### src/rtl/uart_comm_pkg.sv
// Shared definitions for the host-link UART: FSM state encodings and command framing.
package uart_comm_pkg;

    typedef enum logic [1:0] {
        RX_IDLE  = 2'd0,
        RX_START = 2'd1,
        RX_DATA  = 2'd2,
        RX_STOP  = 2'd3
    } rx_state_e;

    typedef enum logic {
        TX_IDLE = 1'b0,
        TX_XMIT = 1'b1
    } tx_state_e;

    localparam int CMD_BYTES = 3;
    localparam int BYTE_W    = 8;

endpackage

### src/rtl/uart_rx_core.sv
// UART receiver: 2-flop synchronizer plus 8N1 deserializer with glitch rejection on the start bit.
module uart_rx_core
    import uart_comm_pkg::*;
#(
    parameter int CLK_PER_BIT = 868
) (
    input  logic       clk,
    input  logic       rst_n,
    input  logic       rx,
    output logic [7:0] rx_byte,
    output logic       rx_rdy,
    output logic       frame_err
);

    localparam int CW = $clog2(CLK_PER_BIT) + 1;
    localparam logic [CW-1:0] BIT_END  = CW'(CLK_PER_BIT - 1);
    localparam logic [CW-1:0] HALF_END = CW'(CLK_PER_BIT / 2 - 1);

    logic          rx_meta_q, rx_sync_q, rx_prev_q;
    rx_state_e     state_q;
    logic [CW-1:0] cnt_q;
    logic [2:0]    bit_q;
    logic [7:0]    shift_q;
    logic          rdy_q, ferr_q;

    // Line idles high, so the synchronizer resets to 1 to avoid a false start edge.
    always_ff @(posedge clk or negedge rst_n) begin
        if (!rst_n) begin
            rx_meta_q <= 1'b1;
            rx_sync_q <= 1'b1;
            rx_prev_q <= 1'b1;
        end else begin
            rx_meta_q <= rx;
            rx_sync_q <= rx_meta_q;
            rx_prev_q <= rx_sync_q;
        end
    end

    always_ff @(posedge clk or negedge rst_n) begin
        if (!rst_n) begin
            state_q <= RX_IDLE;
            cnt_q   <= '0;
            bit_q   <= '0;
            shift_q <= '0;
            rdy_q   <= 1'b0;
            ferr_q  <= 1'b0;
        end else begin
            rdy_q  <= 1'b0;
            ferr_q <= 1'b0;
            case (state_q)
                RX_IDLE: begin
                    // Needs a genuine high-to-low edge, so a line stuck low after a framing error is ignored.
                    if (rx_prev_q && !rx_sync_q) begin
                        state_q <= RX_START;
                        cnt_q   <= '0;
                    end
                end
                RX_START: begin
                    if (cnt_q == HALF_END) begin
                        cnt_q   <= '0;
                        bit_q   <= '0;
                        state_q <= rx_sync_q ? RX_IDLE : RX_DATA;
                    end else begin
                        cnt_q <= cnt_q + CW'(1);
                    end
                end
                RX_DATA: begin
                    if (cnt_q == BIT_END) begin
                        cnt_q   <= '0;
                        shift_q <= {rx_sync_q, shift_q[7:1]};
                        bit_q   <= bit_q + 3'd1;
                        if (bit_q == 3'd7) begin
                            state_q <= RX_STOP;
                        end
                    end else begin
                        cnt_q <= cnt_q + CW'(1);
                    end
                end
                RX_STOP: begin
                    if (cnt_q == BIT_END) begin
                        cnt_q   <= '0;
                        state_q <= RX_IDLE;
                        if (rx_sync_q) begin
                            rdy_q <= 1'b1;
                        end else begin
                            ferr_q <= 1'b1;
                        end
                    end else begin
                        cnt_q <= cnt_q + CW'(1);
                    end
                end
                default: state_q <= RX_IDLE;
            endcase
        end
    end

    assign rx_byte   = shift_q;
    assign rx_rdy    = rdy_q;
    assign frame_err = ferr_q;

endmodule

### src/rtl/uart_comm.sv
// Host-link front end: assembles 3-byte host commands from RX and serializes response bytes onto TX.
module uart_comm
    import uart_comm_pkg::*;
#(
    parameter int CLK_PER_BIT = 868,
    parameter int TIMEOUT     = 1048576
) (
    input  logic        clk,
    input  logic        rst_n,
    input  logic        RX,
    output logic        TX,
    output logic [23:0] cmd,
    output logic        cmd_rdy,
    input  logic        clr_cmd_rdy,
    input  logic [7:0]  resp_data,
    input  logic        send_resp,
    output logic        resp_sent
);

    localparam int BW  = $clog2(CLK_PER_BIT) + 1;
    localparam int TW  = $clog2(TIMEOUT) + 1;
    localparam int SHW = BYTE_W * (CMD_BYTES - 1);
    localparam logic [BW-1:0] BIT_END   = BW'(CLK_PER_BIT - 1);
    localparam logic [TW-1:0] TO_END    = TW'(TIMEOUT - 1);
    localparam logic [1:0]    LAST_BYTE = 2'(CMD_BYTES - 1);

    logic [7:0] rx_byte;
    logic       rx_rdy, frame_err;

    uart_rx_core #(.CLK_PER_BIT(CLK_PER_BIT)) u_rx (
        .clk       (clk),
        .rst_n     (rst_n),
        .rx        (RX),
        .rx_byte   (rx_byte),
        .rx_rdy    (rx_rdy),
        .frame_err (frame_err)
    );

    logic [1:0]     count_q, count_d;
    logic [SHW-1:0] shadow_q, shadow_d;
    logic [23:0]    cmd_q, cmd_d;
    logic           cmd_rdy_q, cmd_rdy_d;
    logic [TW-1:0]  to_cnt_q, to_cnt_d;

    always_comb begin
        count_d   = count_q;
        shadow_d  = shadow_q;
        cmd_d     = cmd_q;
        cmd_rdy_d = cmd_rdy_q;
        to_cnt_d  = to_cnt_q;
        if (clr_cmd_rdy) begin
            cmd_rdy_d = 1'b0;
        end
        if (frame_err) begin
            count_d  = '0;
            to_cnt_d = '0;
        end else if (rx_rdy) begin
            to_cnt_d = '0;
            if (count_q == LAST_BYTE) begin
                count_d = '0;
                // A release in the same cycle frees the slot, so the new command is kept.
                if (!cmd_rdy_q || clr_cmd_rdy) begin
                    cmd_d     = {shadow_q, rx_byte};
                    cmd_rdy_d = 1'b1;
                end
            end else begin
                shadow_d = {shadow_q[SHW-BYTE_W-1:0], rx_byte};
                count_d  = count_q + 2'd1;
            end
        end else if (count_q != '0) begin
            if (to_cnt_q == TO_END) begin
                count_d  = '0;
                to_cnt_d = '0;
            end else begin
                to_cnt_d = to_cnt_q + TW'(1);
            end
        end else begin
            to_cnt_d = '0;
        end
    end

    always_ff @(posedge clk or negedge rst_n) begin
        if (!rst_n) begin
            count_q   <= '0;
            shadow_q  <= '0;
            cmd_q     <= '0;
            cmd_rdy_q <= 1'b0;
            to_cnt_q  <= '0;
        end else begin
            count_q   <= count_d;
            shadow_q  <= shadow_d;
            cmd_q     <= cmd_d;
            cmd_rdy_q <= cmd_rdy_d;
            to_cnt_q  <= to_cnt_d;
        end
    end

    tx_state_e     tx_state_q;
    logic [BW-1:0] tx_cnt_q;
    logic [3:0]    tx_bits_q;
    logic [8:0]    tx_shift_q;
    logic          tx_q, resp_sent_q;

    // Start bit is driven directly on accept; the shifter holds the data bits and the stop bit.
    always_ff @(posedge clk or negedge rst_n) begin
        if (!rst_n) begin
            tx_state_q  <= TX_IDLE;
            tx_cnt_q    <= '0;
            tx_bits_q   <= '0;
            tx_shift_q  <= '1;
            tx_q        <= 1'b1;
            resp_sent_q <= 1'b0;
        end else begin
            resp_sent_q <= 1'b0;
            case (tx_state_q)
                TX_IDLE: begin
                    if (send_resp) begin
                        tx_shift_q <= {1'b1, resp_data};
                        tx_q       <= 1'b0;
                        tx_cnt_q   <= '0;
                        tx_bits_q  <= '0;
                        tx_state_q <= TX_XMIT;
                    end
                end
                TX_XMIT: begin
                    if (tx_cnt_q == BIT_END) begin
                        tx_cnt_q <= '0;
                        if (tx_bits_q == 4'd9) begin
                            tx_q        <= 1'b1;
                            resp_sent_q <= 1'b1;
                            tx_state_q  <= TX_IDLE;
                        end else begin
                            tx_q       <= tx_shift_q[0];
                            tx_shift_q <= {1'b1, tx_shift_q[8:1]};
                            tx_bits_q  <= tx_bits_q + 4'd1;
                        end
                    end else begin
                        tx_cnt_q <= tx_cnt_q + BW'(1);
                    end
                end
                default: tx_state_q <= TX_IDLE;
            endcase
        end
    end

    assign TX        = tx_q;
    assign resp_sent = resp_sent_q;
    assign cmd       = cmd_q;
    assign cmd_rdy   = cmd_rdy_q;

endmodule
### config.mk
export PLATFORM = sky130hd
export DESIGN_NAME = uart_comm
export DESIGN_NICKNAME = d
export VERILOG_FILES = /design/src/rtl/uart_comm_pkg.sv /design/src/rtl/uart_rx_core.sv /design/src/rtl/uart_comm.sv
export SDC_FILE = /design/constraint.sdc
export NUM_CORES = 1
export LEC_CHECK = 0
export ABC_CLOCK_PERIOD_IN_PS = 2100
export BUFFER_PORTS_ARGS = -buffer_cell sky130_fd_sc_hd__buf_4
export CORE_ASPECT_RATIO = 0.5
export CORE_MARGIN = 2
export CORE_UTILIZATION = 57
export CTS_CLUSTER_DIAMETER = 60
export DETAILED_ROUTE_END_ITERATION = 7
export PLACE_DENSITY = 0.76
export SYNTH_ARGS = -nofsm -noshare
export SYNTH_HDL_FRONTEND = slang
export SYNTH_SLANG_ARGS = --single-unit
### constraint.sdc
create_clock -name clk -period 2.1 [get_ports clk]
set_input_delay 0.105 -clock clk [delete_from_list [all_inputs] [get_ports clk]]
set_output_delay 0.105 -clock clk [all_outputs]
set_load 0.05 [all_outputs]
; ---- Word level (Yosys, flattened, before mapping)
; Cells that the tools add are included.
[op_classes]
mux = 56
shift = 0
n_reduce_logical = 18
bitwise = 3
mul = 0
div = 0
n_lt_le_gt_ge = 0
eq_ne = 18
n_addsub = 6
[ops]
columns = cell, count
row1 = $mux 21, 4
row2 = $mux 11, 5
row3 = $pmux 11 s3, 1
row4 = $mux 9, 3
row5 = $add 11x1->11 const B, 2
row6 = $eq 11x10->1 const B, 2
row7 = $mux 2, 11
row8 = $pmux 11 s2, 1
row9 = $add 21x1->21 const B, 1
row10 = $eq 21x20->1 const B, 1
row11 = $mux 1, 20
row12 = $pmux 9 s2, 1
row13 = $mux 4, 3
row14 = $ne 2x1->1 const B, 6
row15 = $eq 11x9->1 const B, 1
row16 = $reduce_and 3->1, 3
row17 = $pmux 2 s4, 1
row18 = $pmux 4 s2, 1
row19 = $eq 2x2->1 const B, 3
row20 = $mux 3, 2
row21 = $pmux 3 s2, 1
row22 = $reduce_and 2->1, 3
row23 = $reduce_bool 3->1, 2
row24 = $reduce_and 5->1, 1
row25 = 16 further kinds, 22
[totals]
reg_bits = 120
input_bits = 13
ramBits = 0
n_memories = 0
romBits = 0
elab_cells = 121
out_inout_bits = 27
latchBits = 0

; ---- Depth between registers and ports, before layout
; Gate-level depths: netlist (run 1).
[logic_depth]
ltp_word = 6
depth_mapped = 9
depth_no_buf = 7

; ---- Hierarchy
; From an unflattened synthesis (run 1), not the netlist that was laid out.
[hier_totals]
hier_cells = 483
area_unflattened_um2 = 5524.0
[modules_own_cells]
columns = mod, seq_area_each_um2, cells_each, area_each_um2, n_inst
row1 = uart_comm, 2263.4, 339, 4022.6, 1
row2 = uart_rx_core, 729.4, 144, 1501.4, 1

; ---- Worst setup path before layout (run 1)
; No wires, ideal clock.
[synth_path]
path_type = flip-flop to flip-flop
from = register to_cnt_q[0]
to = register count_q[1]
path_slack_ps = 232
stages_incl_launch_ff = 8
n_path_buf = 1
synth_period_minus_slack_ps = 1868
arrival_ps = 1785
setup_time_ps = 83
path_cell_list = dfrtp_1 -> ha_1 -> and2_1 -> and4_1 -> buf_2 -> nor4b_2 -> or4b_1 -> o21ai_0
[synth_between]
elab_chain_len = 3
[synth_lines]
columns = item, line_no
row1 = from (decl), uart_comm.sv:43  ; logic [TW-1:0] to_cnt_q, to_cnt_d;
row2 = from (signal assigned), uart_comm.sv:94  ; to_cnt_q <= to_cnt_d;
row3 = $eq 21x20->1, uart_comm.sv:71  ; if (to_cnt_q == TO_END) begin
row4 = $reduce_bool 3->1 (no line), n/a
row5 = $reduce_and 2->1 (no line), n/a
row6 = to (signal assigned), uart_comm.sv:90  ; count_q <= count_d;
row7 = to (decl), uart_comm.sv:39  ; logic [1:0] count_q, count_d;
; Every way passes these cells.
; A chain may end at the register's enable or synchronous reset.

; ---- Final worst setup path (run 1)
[layout_path]
from = register tx_cnt_q[3]
to = register tx_shift_q[0]
[layout_between]
elab_chain_len = 3
[layout_lines]
columns = item, line_no
row1 = from (decl), uart_comm.sv:99  ; logic [BW-1:0] tx_cnt_q;
row2 = from (signal assigned), uart_comm.sv:138  ; tx_cnt_q <= tx_cnt_q + BW'(1);
row3 = $eq 11x10->1, uart_comm.sv:126  ; if (tx_cnt_q == BIT_END) begin
row4 = $ne 2x1->1 (no line), n/a
row5 = $reduce_and 3->1 (no line), n/a
row6 = to (signal assigned), uart_comm.sv:118  ; tx_shift_q <= {1'b1, resp_data};
row7 = to (signal assigned), uart_comm.sv:134  ; tx_shift_q <= {1'b1, tx_shift_q[8:1]};
row8 = to (decl), uart_comm.sv:101  ; logic [8:0] tx_shift_q;
; Every way passes these cells.

==> results.md, run 1 <==
- The run finished with clean final reports.
- The via count of the first global-routing pass was 3,910.
- For this run, the detailed router's first-pass iteration total came to 4.
- Yosys mapped the design onto 50 distinct sky130hd cell types.
- After the last flow step, the layout net total stands at 599.
- The total congestion overflow is 0.
- The initial antenna violation count was 1.
- The clock transition at the register clock pins on the worst setup and hold paths after CTS is 50 ps.
- CTS saw 119 sinks.
- The post-synthesis instance area is 5440 um^2.
- In this run the deepest clock path goes through 2 buffers.
- The overall routing resource usage is 22.99%.
- Data on the critical path is required at its endpoint by 2430 ps.
- The clock tree skew after final layout is 7.142 ps.
- The pin count of the biggest net entering global routing is 59.
- The number of nets in the synthesized netlist is 532.
- In this run the core area contains 25 standard-cell rows.
- The count of nets left with antenna violations once routing finished came out at 0.
- After synthesis, the share of flip-flops with an asynchronous set or reset is 100.0%.
- Input and output buffers added on the ports amount to 39.
- During synthesis, Yosys emitted a total of 0 warnings.
- The first global-routing pass estimated 18.46 mm of wire.
- The setup total negative slack is 0 ps.
- The clock latency of the later-clocked register in the worst-skew pair is 410 ps.
- The fraction of post-synthesis cell area in the top cell type by area is 49.22%.
- IR analysis of the VDD net gives a maximum drop of 0.6953 mV.
- The path with the worst hold slack has its endpoint at cmd_rdy.
- For this run, design rule violations remaining after detail routing come to 0.
- The placed wire-length estimate is 6.837 mm.
- For flop-to-flop paths, the worst setup slack is 160 ps.
- Dividing the detail-routed wire length by the instance count gives 15.11 um.
- The worst register-to-register path ends at tx_shift_q[0].
- The static leakage power is 3.134 nW.
- The routed layout has 3,908 vias.
- Synthesis inferred 119 register bits.
- Of the available clock period, the critical path in the final layout requires 92.30%.
- The startpoint type of the worst setup path is a flip-flop.
- The placeable core region is 9353 um^2.
- The number of slew-limit violations in the final report came to 0.
- Setup violations remaining at the end of the flow were counted as 0.
- The CTS buffer count is 17.
- At the pin with the least slew margin, the transition time is 565.5 ps.
- The worst pin sits at a relative slew slack of 62.21%.
- The DRC violation total after the first TritonRoute iteration is 254.
- The global placement routability congestion is 0.8585.
- The signal arrival time at the worst endpoint is 2270 ps.
- The post-synthesis cell type with the largest combined area is sky130_fd_sc_hd__dfrtp_1.
- Counting every instance in the synthesized netlist gives 507.
- In the routed layout, each cell is associated on average with a via count of 5.512.
- In this run the vertical extent of the chip is 73.08 um.
- The critical hold path startpoint is clr_cmd_rdy.
- The CTS tree is done.
- After layout, the minimum clock period comes to 1938 ps.
- The critical path class is flip-flop to flip-flop.
- The routed design has 10.71 mm of wire.
- After synthesis, the most frequently instantiated cells are sky130_fd_sc_hd__dfrtp_1 (107), sky130_fd_sc_hd__nand2_1 (77), sky130_fd_sc_hd__nor2_1 (39), sky130_fd_sc_hd__mux2_2 (32), sky130_fd_sc_hd__o21ai_0 (30).
- The endpoint class of the critical path is a flip-flop.
- The die area is 10,390 um^2.
- Setup repair after global routing left no endpoint under its margin.
- In this run the horizontal extent of the chip is 142.2 um.
- Once routing completed, OpenROAD measured the worst setup slack at 161.8 ps.
- In this run the worst path has a maximum fanout of 19.
- The tree is rooted in a sky130_fd_sc_hd__clkbuf_16.
- The final hold violation count came to 0.
- Prior to clock tree synthesis, the placed netlist has a worst setup slack of 157.2 ps.
- The mean instance size in the synthesized netlist is 10.73 um^2.
- For this design the ratio of total power to cell area is 956.5 nW/um^2.
- Across the run, the number of max-cap violations was 0.
- The min-delay analysis places its worst path in the category primary input to flip-flop.
- The library cell with the highest instance count after synthesis is sky130_fd_sc_hd__dfrtp_1.
- The synthesized design contains 0 enable-type register cells.
- The startpoint identified for the worst register-to-register timing path is tx_cnt_q[3].
- The number of placed I/O pins is 40.
- The dominant synthesized flop cell is sky130_fd_sc_hd__dfrtp_1.
- The effective utilization at floorplan is 58.17%.
- The worst hold path was traced through 3 stages.
- The fill cell total of the finished layout is 670.
- The H-tree depth reported by CTS is 4.
- Derived from the worst setup path, the maximum achievable clock frequency is 515.9 MHz.
- For the worst flop-to-flop path, the logic depth is 6.
- Buffers added to address setup during post-CTS repair amount to 0.
- On the final layout, the worst hold slack is 29.85 ps.
- After synthesis, flip-flops and latches occupy 55.01% of the total area.
- In the final layout, the share of cells above drive strength 1 is 24.70%.
- Compared with the post-synthesis result, the final layout area differs by 22.52%.
- After synthesis, the cell types taking the most area are sky130_fd_sc_hd__dfrtp_1 (49%), sky130_fd_sc_hd__mux2_2 (6.6%), sky130_fd_sc_hd__dfstp_2 (5.8%), sky130_fd_sc_hd__nand2_1 (5.3%), sky130_fd_sc_hd__ha_1 (2.8%).
==> per-layer routing <==
metal | vias up | global-route usage [%] | part of all wire (%)
li1 | 1906 | - | -
met1 | 1917 | 29.99 | 47
met2 | 62 | 36.23 | 47
met3 | 23 | 7.087 | 3.2
met4 | 0 | 9.889 | 2.3
met5 | - | 0 | 0
==> per-stage QoR <==
step | power, mW | utilization [%] | cells | area, um^2
after floorplan | 3.196 | - | 507 | 5440
after global placement | 3.425 | 63.67 | 666 | 5954
after detailed placement | 3.468 | 63.67 | 666 | 5954
after CTS | 6.380 | 70.97 | 708 | 6638
after global routing | 6.666 | 71.26 | 709 | 6665
final | 6.375 | 71.26 | 709 | 6665
==> where the power goes <==
part           internal, mW  leakage (nW)  total, mW  switching (mW)
Sequential             2.46          1.59       2.61           0.149
Clock                  1.89         0.281       2.88           0.997
Combinational         0.355          1.27      0.879           0.524
Total                  4.70          3.13       6.37            1.67
==> cell type report <==
cell class                 count  area (um^2)  area share [%]
tap                          121        151.4           2.271
timing repair buffer          66        570.5           8.560
sequential                   119         2993           44.90
clock inverter                 9        125.1           1.877
antenna                        1        2.502         0.03754
inverter                      18        67.56           1.014
clock buffer                  23        457.9           6.871
multi-input combinational    352         2297           34.47
==> cell usage in the layout (no fill, tap or decap), drive strengths merged, types with 18 or more instances in the layout <==
| cell type | instances |
|---|---|
| nand2 | 77 |
| dfrtp | 107 |
| o21ai | 32 |
| nor2 | 39 |
| mux2 | 32 |
| nand3 | 23 |
| clkbuf | 23 |
| inv | 18 |
| buf | 56 |
==> how the worst max path moves through the flow <==
stage                              from             to
after floorplan             to_cnt_q[0]     count_q[1]
after global placement      tx_cnt_q[3]  tx_shift_q[2]
after detailed placement    tx_cnt_q[3]  tx_shift_q[2]
after CTS                 u_rx.cnt_q[0]      flip-flop
after global routing        tx_cnt_q[3]  tx_shift_q[0]
final                       tx_cnt_q[3]  tx_shift_q[0]
==> critical path, stage by stage (launching register included) <==
cell                       delay [ps]
sky130_fd_sc_hd__dfrtp_1          420
sky130_fd_sc_hd__or4_4            570
sky130_fd_sc_hd__nor3_4           220
sky130_fd_sc_hd__a31o_2           240
sky130_fd_sc_hd__buf_12           160
sky130_fd_sc_hd__nand3b_1         100
sky130_fd_sc_hd__o221a_2          160
==> sequential cells by signal, summed over array words and instances, names as in the netlist, 2 cells and up, named ones only <==
register	count
tx_bits_q	4
shadow_q	16
u_rx.rx_byte	8
cmd	24
tx_cnt_q	11
count_q	2
to_cnt_q	21
u_rx.bit_q	3
tx_shift_q	8
u_rx.cnt_q	11
==> logic make-up (layout without fill, tap and decap cells) <==
| family | Yosys count | in the layout | synth area share (%) |
|---|---|---|---|
| adder cells (fa/ha/maj) | 12 | 12 | 2.760 |
| XOR/XNOR | 19 | 19 | 3.059 |
| buffers and inverters | 36 | 116 | 3.220 |
| other | 0 | 1 | 0 |
| AO/OA/AOI/OAI | 80 | 80 | 10.21 |
| flip-flops | 119 | 119 | 55.01 |
| AND/OR/NAND/NOR | 208 | 208 | 18.93 |
| multiplexers | 33 | 33 | 6.808 |
==> repair_timing <==
item,in CTS,in global routing
resized for setup,0,3
endpoints found under the setup margin,0,9
hold endpoints to repair,42,0
hold buffers,10,0
(Power assumes the default switching activity.)
==> run 2: changes to the inputs <==
--- a/config.mk
+++ b/config.mk
@@ -12,6 +12,7 @@
 export CORE_UTILIZATION = 57
 export CTS_CLUSTER_DIAMETER = 60
 export DETAILED_ROUTE_END_ITERATION = 7
+export MAX_ROUTING_LAYER = met4
 export PLACE_DENSITY = 0.76
 export SYNTH_ARGS = -nofsm -noshare
 export SYNTH_HDL_FRONTEND = slang
==> run 2 against run 1 <==
Effect of this change:
- clock skew increased by 1.6 ps
- clock power about the same
- critical path depth unchanged
- critical path type unchanged
- largest power group unchanged
==> results.md, run 2 (same netlist as run 1, synthesis figures left out) <==
- The met2 track demand over resource is 36.45% (+0.21 points).
- The flow ran to the end, and the final reports show no timing, DRC or antenna violations.
- The final worst setup slack was 169.5 ps (+7.698 ps).
- On the critical path, the stage with the largest delay is an instance of sky130_fd_sc_hd__or4_4.
- The number of sinks on the clock net was 119 (unchanged).
- The transition time of the tightest slew-check pin came to 572.9 ps (+7.376 ps).
- The register-to-register setup slack is 170 ps (about the same).
- The ratio of final minimum period to clock period is 91.93% (-0.37 points).
- The overall routing resource usage is 23.73% (+0.74 points).
- The endpoint identified for the worst register-to-register timing path is tx_shift_q[0].
- The fill cell total of the finished layout is 670 (unchanged).
- The number of rows in the core area is 25 (unchanged).
- The met1 routing resource usage after global routing is 29.86% (-0.13 points).
- The class of the tightest hold or removal check is primary input to flip-flop.
- The areal power density over the cells is 956.7 nW/um^2 (about the same).
- The effective utilization at floorplan is 58.17% (unchanged).
- The post-layout net count is 599 (unchanged).
- The final hold violation count was 0 (unchanged).
- The number of slew-limit violations in the final report was 0 (unchanged).
- The worst-case setup slack after placement is 157.2 ps (unchanged).
- The most utilized layer in the global route result is met2.
- The placeable core region is 9353 um^2 (unchanged).
- The maximum fanout along the worst path is 19 (unchanged).
- The final number of setup-violating endpoints is 0 (unchanged).
- The CTS tree is done.
- The number of cells on the worst hold path is 3 (unchanged).
- The H-tree depth reported by CTS is 4 (unchanged).
- The clock tree skew after final layout is 8.706 ps (+1.564 ps).
- The met3 usage came to 7.677% (+0.59 points).
- The clock transition at the register clock pins on the worst setup and hold paths after CTS came to 50 ps (about the same).
- The max capacitance violation total is 0 (unchanged).
- The initial antenna violation count is 1 (unchanged).
- The placed wire-length estimate is 6.837 mm (unchanged).
- The time the final worst path needs with I/O delays and setup is 1931 ps (-7.698 ps).
- The DRC violation total after the first TritonRoute iteration is 241 (-5.1%).
- The path with the worst hold slack has its endpoint at cmd_rdy.
- The critical path data required time is 2440 ps (about the same).
- The per-cell routed wire length is 15.12 um (about the same).
- The setup total negative slack is 0 ps (unchanged).
- The count of vias placed by the detailed router is 3,917 (+0.23%).
- The overall die height was 73.08 um (unchanged).
- The number of remaining DRC errors is 0 (unchanged).
- The number of nets with antenna violations after routing came to 0 (unchanged).
- The number of placed I/O pins is 40 (unchanged).
- The number of detailed-route iterations in the first pass came to 4 (unchanged).
- The top cell types in the final layout, fill and taps aside, are sky130_fd_sc_hd__dfrtp_1 (107), sky130_fd_sc_hd__nand2_1 (77), sky130_fd_sc_hd__buf_4 (52).
- The first-pass GRT wire length is 18.49 mm (+0.15%).
- The startpoint type of the worst setup path is a flip-flop.
- Setup repair after global routing left no endpoint under its margin.
- The total congestion overflow came to 0 (unchanged).
- The endpoint class of the critical path is a flip-flop.
- The worst ir drop on vdd is 0.6943 mV (-0.14%).
- The max-slew headroom at the worst pin was 61.81% (-0.40 points).
- The global placement routability congestion is 0.8723 (+1.6%).
- The area growth from synthesis to layout is 22.52% (unchanged).
- The wire length reported by the detailed router is 10.72 mm (about the same).
- The per-cell via count in the routed design is 5.525 (+0.23%).
- The highest attainable clock frequency is 518.0 MHz (+0.40%).
- The library cell used most frequently in the layout, excluding fill and tap cells, is sky130_fd_sc_hd__dfrtp_1.
- The die area is 10,390 um^2 (unchanged).
- The static leakage power is 3.134 nW (unchanged).
- The CTS buffer count was 17 (unchanged).
- The clock latency of the later-clocked register in the worst-skew pair is 410 ps (about the same).
- The number of cells on the worst reg-to-reg path is 6 (unchanged).
- The signal arrival time at the worst endpoint is 2270 ps (about the same).
- The via count of the first global-routing pass was 3,909 (-0.026%).
- The maximum number of buffers from clock root to sink came to 2 (unchanged).
- The share of final-layout standard cells stronger than drive strength 1 was 24.70% (unchanged).
- The number of flip-flops in the largest register is 24 (unchanged).
- The critical path goes through or4_4 -> nor3_4 -> a31o_2 -> buf_12 -> nand3b_1 -> o221a_2.
- The horizontal die dimension is 142.2 um (unchanged).
- The start of the worst register-to-register path is tx_cnt_q[3].
- The critical path is of the flip-flop to flip-flop type.
- The pin count of the biggest net entering global routing is 59 (unchanged).
- The highest cell delay on the worst timing path is 570 ps (about the same).
- In this run the most critical hold path is launched from clr_cmd_rdy.
- Clock tree synthesis selected as its root buffer the cell sky130_fd_sc_hd__clkbuf_16.
- The count of port buffers added during placement was 39 (unchanged).
run 2: routing by layer:
metal  vias to the layer above  share of wire, %
li1                       1911                 -
met1                      1923                48
met4                         0               2.1
met3                        23               3.3
met5                         -                 0
met2                        60                47
run 2: report_power, final:
| group | internal (mW) | switching (mW) |
|---|---|---|
| Clock | 1.89 | 0.997 |
| Sequential | 2.46 | 0.148 |
| Combinational | 0.355 | 0.527 |
run 2: stage by stage:
| step | cells | hold WS [ps] | area (um^2) | util, % | power [mW] |
|---|---|---|---|---|---|
| 2_1_floorplan | 507 | -190.6 | 5440 | - | 3.196 |
| 3_3_place_gp | 666 | 101.0 | 5954 | 63.67 | 3.425 |
| 3_5_place_dp | 666 | 106.1 | 5954 | 63.67 | 3.468 |
| 4_1_cts | 708 | 28.86 | 6638 | 70.97 | 6.380 |
| 5_1_grt | 709 | 36.59 | 6665 | 71.26 | 6.668 |
| 6_report | 709 | 30.61 | 6665 | 71.26 | 6.377 |
run 2: timing repair:
item / 4_1_cts / 5_1_grt
resized for setup: 0 / 3
endpoints found under the hold margin: 42 / 0
buffers inserted: 0 / 0
setup endpoints to repair: 0 / 8
hold buffers: 10 / 0
run 2: area by class of cell:
class / instances / area, um^2 / share of cell area, %
clock inverter: 9 / 125.1 / 1.877
tap: 121 / 151.4 / 2.271
multi-input combinational: 352 / 2297 / 34.47
antenna: 1 / 2.502 / 0.03754
clock buffer: 23 / 457.9 / 6.871
sequential: 119 / 2993 / 44.90
inverter: 18 / 67.56 / 1.014
timing repair buffer: 66 / 570.5 / 8.560
run 2: worst max-delay path by stage:
stage | depth (start not counted) | endpoint | from | slack (ps)
final | 6 | tx_shift_q[0] | tx_cnt_q[3] | 170
after global routing | 6 | tx_shift_q[0] | tx_cnt_q[3] | 40
after CTS | 6 | flip-flop | u_rx.cnt_q[0] | 130
after detailed placement | 6 | tx_shift_q[2] | tx_cnt_q[3] | 160
after global placement | 6 | tx_shift_q[2] | tx_cnt_q[3] | 230
after floorplan | 7 | count_q[1] | to_cnt_q[0] | 230
run 2: worst max-delay path: cells and delay by family (launching register included):
kind                   cells  cell delay (ps)
AND/OR/NAND/NOR            3              890
AO/OA/AOI/OAI              2              400
flip-flops                 1              420
buffers and inverters      1              160
==> run 3: changes to the inputs <==
--- a/config.mk
+++ b/config.mk
@@ -14,6 +14,8 @@
 export DETAILED_ROUTE_END_ITERATION = 7
 export MAX_ROUTING_LAYER = met4
 export PLACE_DENSITY = 0.76
+export SLEW_MARGIN = 20
 export SYNTH_ARGS = -nofsm -noshare
 export SYNTH_HDL_FRONTEND = slang
+export SYNTH_HIERARCHICAL = 1
 export SYNTH_SLANG_ARGS = --single-unit
==> run 3 against run 2 <==
Effect of this change:
- utilization down 0.77 points
- largest cell class unchanged
- cell count is 2.0% lower
- routed wire length hardly changed
- clock power is 4% lower
- largest power group is now registers
- sequential share of layout area is essentially flat
==> results.md, run 3 <==
- The per-cell via count in the routed design was 5.714 (+3.4%).
- The CTS tree is done.
- The endpoint class of the critical path is a flip-flop.
- The share of final-layout standard cells stronger than drive strength 1 is 31.79% (+7.1 points).
- The portion of the post-synthesis area used by sequential elements is 54.18% (-0.83 points).
- The setup total negative slack came to 0 ps (unchanged).
- STA classifies the critical path startpoint as a flip-flop.
- The count of different cell masters after synthesis is 65 (+30%).
- The final non-filler cell total came to 695 (-2.0%).
- The most frequent standard cell in the layout excluding fill and tap cells is sky130_fd_sc_hd__dfrtp_1.
- The post-CTS setup-driven buffer insertion count came to 0 (unchanged).
- The final number of setup-violating endpoints is 0 (unchanged).
- The critical path data required time was 2380 ps (-60 ps).
- The static leakage power is 2.976 nW (-5.0%).
- The antenna diode count is 0 (-1).
- The ratio of final minimum period to clock period is 92.37% (+0.44 points).
- The fraction of post-synthesis cell area in the top cell type by area is 48.47% (-0.75 points).
- The total congestion overflow was 0 (unchanged).
- The number of rows in the core area came to 25 (unchanged).
- The class of the tightest hold or removal check is primary input to flip-flop.
- The area growth from synthesis to layout is 20.54%.
- The signal arrival time at the worst endpoint came to 2220 ps (-50 ps).
- Setup repair after global routing left no endpoint under its margin.
- The synthesized flop and latch total is 119 (unchanged).
- In the post-synthesis netlist, the biggest area contributors are sky130_fd_sc_hd__dfrtp_1 (48%), sky130_fd_sc_hd__mux2_2 (9.8%), sky130_fd_sc_hd__dfstp_2 (5.7%), sky130_fd_sc_hd__nand3_1 (2.3%), sky130_fd_sc_hd__nand2_1 (2.2%).
- The number of placed I/O pins was 40 (unchanged).
- The count of port buffers added during placement was 39 (unchanged).
- The number of cells on the worst hold path is 3 (unchanged).
- The number of remaining DRC errors came to 0 (unchanged).
- The count of vias placed by the detailed router is 3,971 (+1.4%).
- The number of sinks on the clock net came to 119 (unchanged).
- The maximum number of buffers from clock root to sink came to 2 (unchanged).
- The placed wire-length estimate is 7.012 mm (+2.6%).
- The first-pass GRT wire length is 18.24 mm (-1.3%).
- The CTS buffer count came to 17 (unchanged).
- The dominant synthesized flop cell is sky130_fd_sc_hd__dfrtp_1.
- The post-layout net count is 568 (-5.2%).
- The most critical setup path has its startpoint at u_rx/cnt_q[0].
- The highest attainable clock frequency was 515.5 MHz (-0.47%).
- The overall die height is 73.61 um (+0.73%).
- The pin count of the biggest net entering global routing came to 41 (-31%).
- The die area is 10,540 um^2 (+1.5%).
- The number of nets in the synthesized netlist is 504 (-5.3%).
- The areal power density over the cells is 1015 nW/um^2 (+6.1%).
- The final hold violation count is 0 (unchanged).
- In this run the worst setup path terminates at u_rx/cnt_q[7].
- The number of detailed-route iterations in the first pass is 4 (unchanged).
- The clock latency of the later-clocked register in the worst-skew pair is 420 ps (about the same).
- The transition time of the tightest slew-check pin is 662.2 ps (+89.31 ps).
- The maximum fanout along the worst path is 8 (-11).
- The initial antenna violation count is 0 (-1).
- The number of enable flip-flop cells after synthesis is 0 (unchanged).
- The clock transition at the register clock pins on the worst setup and hold paths after CTS was 60 ps (about the same).
- The instance count after placement with tap cells included was 659 (-1.1%).
- The number of nets with antenna violations after routing is 0 (unchanged).
- The post-synthesis cell type with the largest combined area is sky130_fd_sc_hd__dfrtp_1.
- The start of the worst register-to-register path is u_rx/cnt_q[0].
- Counting instances in the post-synthesis netlist gives the leading cell types as sky130_fd_sc_hd__dfrtp_1 (107), sky130_fd_sc_hd__mux2_2 (48), sky130_fd_sc_hd__nand2_1 (32), sky130_fd_sc_hd__nor2_1 (27), sky130_fd_sc_hd__nand3_1 (25).
- The time the final worst path needs with I/O delays and setup was 1940 ps (+9.162 ps).
- The number of flip-flops in the largest register is 24 (unchanged).
- Yosys instantiated no cell more often than sky130_fd_sc_hd__dfrtp_1.
- The fill cell total of the finished layout is 679 (+1.3%).
- The final hold slack is 37.34 ps (+6.729 ps).
- The effective utilization at floorplan is 58.48% (+0.31 points).
- The mean instance size in the synthesized netlist is 11.44 um^2 (+6.6%).
- The placeable core region was 9447 um^2 (+1.0%).
- The overall routing resource usage is 23.22% (-0.51 points).
- The fraction of registers with async set/reset is 100.0% (unchanged).
- The worst ir drop on vdd is 0.6873 mV (-1.0%).
- The clock tree skew after final layout is 14.19 ps (+5.483 ps).
- The critical path class is flip-flop to flip-flop.
- The via count of the first global-routing pass is 3,760 (-3.8%).
- The register-to-register setup slack is 160 ps (about the same).
- The post-synthesis cell count came to 483 (-4.7%).
- The per-cell routed wire length was 15.43 um (+2.1%).
- The max-slew headroom at the worst pin came to 55.76% (-6.0 points).
- The global placement routability congestion is 0.8752 (+0.33%).
- The number of slew-limit violations in the final report was 0 (unchanged).
- The library cells used most frequently in the layout, excluding fill and tap cells, are sky130_fd_sc_hd__dfrtp_1 (107), sky130_fd_sc_hd__buf_4 (54), sky130_fd_sc_hd__mux2_2 (48).
- The total number of yosys warnings is 6 (+6).
- The number of cells on the worst reg-to-reg path is 5 (-1).
- The horizontal die dimension is 143.2 um (+0.75%).
- The capture instance of the worst register-to-register path is u_rx/cnt_q[7].
- The wire length reported by the detailed router is 10.73 mm (about the same).
- The max capacitance violation total came to 0 (unchanged).
- The post-synthesis instance area was 5524 um^2 (+1.5%).
- The DRC violation total after the first TritonRoute iteration is 233 (-3.3%).
- The tree is rooted in a sky130_fd_sc_hd__clkbuf_16.
- The H-tree depth reported by CTS is 4 (unchanged).
- The flow ran to the end, and the final reports show no timing, DRC or antenna violations.
run 3: cell count changes after synthesis, moves of 8 or more:
cell / delta
sky130_fd_sc_hd__mux2_2: +16
sky130_fd_sc_hd__nor2_1: -12
sky130_fd_sc_hd__nand3b_1: -11
sky130_fd_sc_hd__nand2_1: -45
sky130_fd_sc_hd__o21ai_0: -10
sky130_fd_sc_hd__nor4_1: +8
run 3: layout make-up:
type | count | area [um^2] | share of cell area (%)
clock inverter | 15 | 142.6 | 2.142
sequential | 119 | 2993 | 44.95
tap | 135 | 168.9 | 2.537
timing repair buffer | 59 | 465.4 | 6.990
inverter | 11 | 41.29 | 0.6201
multi-input combinational | 339 | 2422 | 36.38
clock buffer | 17 | 425.4 | 6.389
run 3: logic make-up after synthesis:
logic type	after synthesis	share of synthesized area (%)
adders and majority gates	8	1.812
muxes	51	10.33
xor gates and xnor gates	15	2.378
buffers and inverters	25	2.061
AOI/OAI and AO/OA	86	10.71
and+or+nand+nor	179	18.53
DFF	119	54.18
run 3: where the power goes:
group,switching [mW],total [mW],internal [mW]
sequential,0.353,2.99,2.63
clock,1.12,2.77,1.65
combinational,0.530,1.00,0.473
total,2.00,6.76,4.76
run 3: worst max-delay path, cell delays in order, from the launching register on:
cell	delay (ps)
sky130_fd_sc_hd__dfrtp_1	460
sky130_fd_sc_hd__ha_1	350
sky130_fd_sc_hd__nand3_1	240
sky130_fd_sc_hd__o31a_4	430
sky130_fd_sc_hd__nor2_4	190
sky130_fd_sc_hd__o211ai_1	130
run 3: worst min-delay path by stage:
stage / start / slack (ps) / to
global route: resp_data[6] / 40 / tx_shift_q[6]
finish: resp_data[1] / 40 / tx_shift_q[1]
floorplan: rst_n / -190 / cmd[0]
CTS: resp_data[1] / 20 / tx_shift_q[1]
detailed placement: rst_n / 120 / u_rx/cnt_q[1]
global placement: rst_n / 120 / u_rx/cnt_q[1]
run 3: routing by layer:
metal  wire, um  track usage (%)  vias to the layer above
li1           -                -                     1924
met1       5040            30.01                     1962
met2       5177            36.47                       74
met3        382            5.476                       11
met4        127            8.497                        0
met5          0                -                        -
run 3: per-stage QoR:
step	setup slack, ps	instance area, um^2	power (mW)	utilization [%]
final	160.3	6659	6.758	70.49
after CTS	121.2	6654	6.797	70.44
after global routing	0.7498	6659	7.087	70.49
after floorplan	191.2	5524	3.650	-
after global placement	197.1	6046	3.924	64.00
after detailed placement	128.5	6046	3.984	64.00
run 3: repair_timing:
action,in CTS,in global routing
hold buffers,4,0
endpoints found under the setup margin,0,5
resized for setup,0,1
endpoints found under the hold margin,39,0
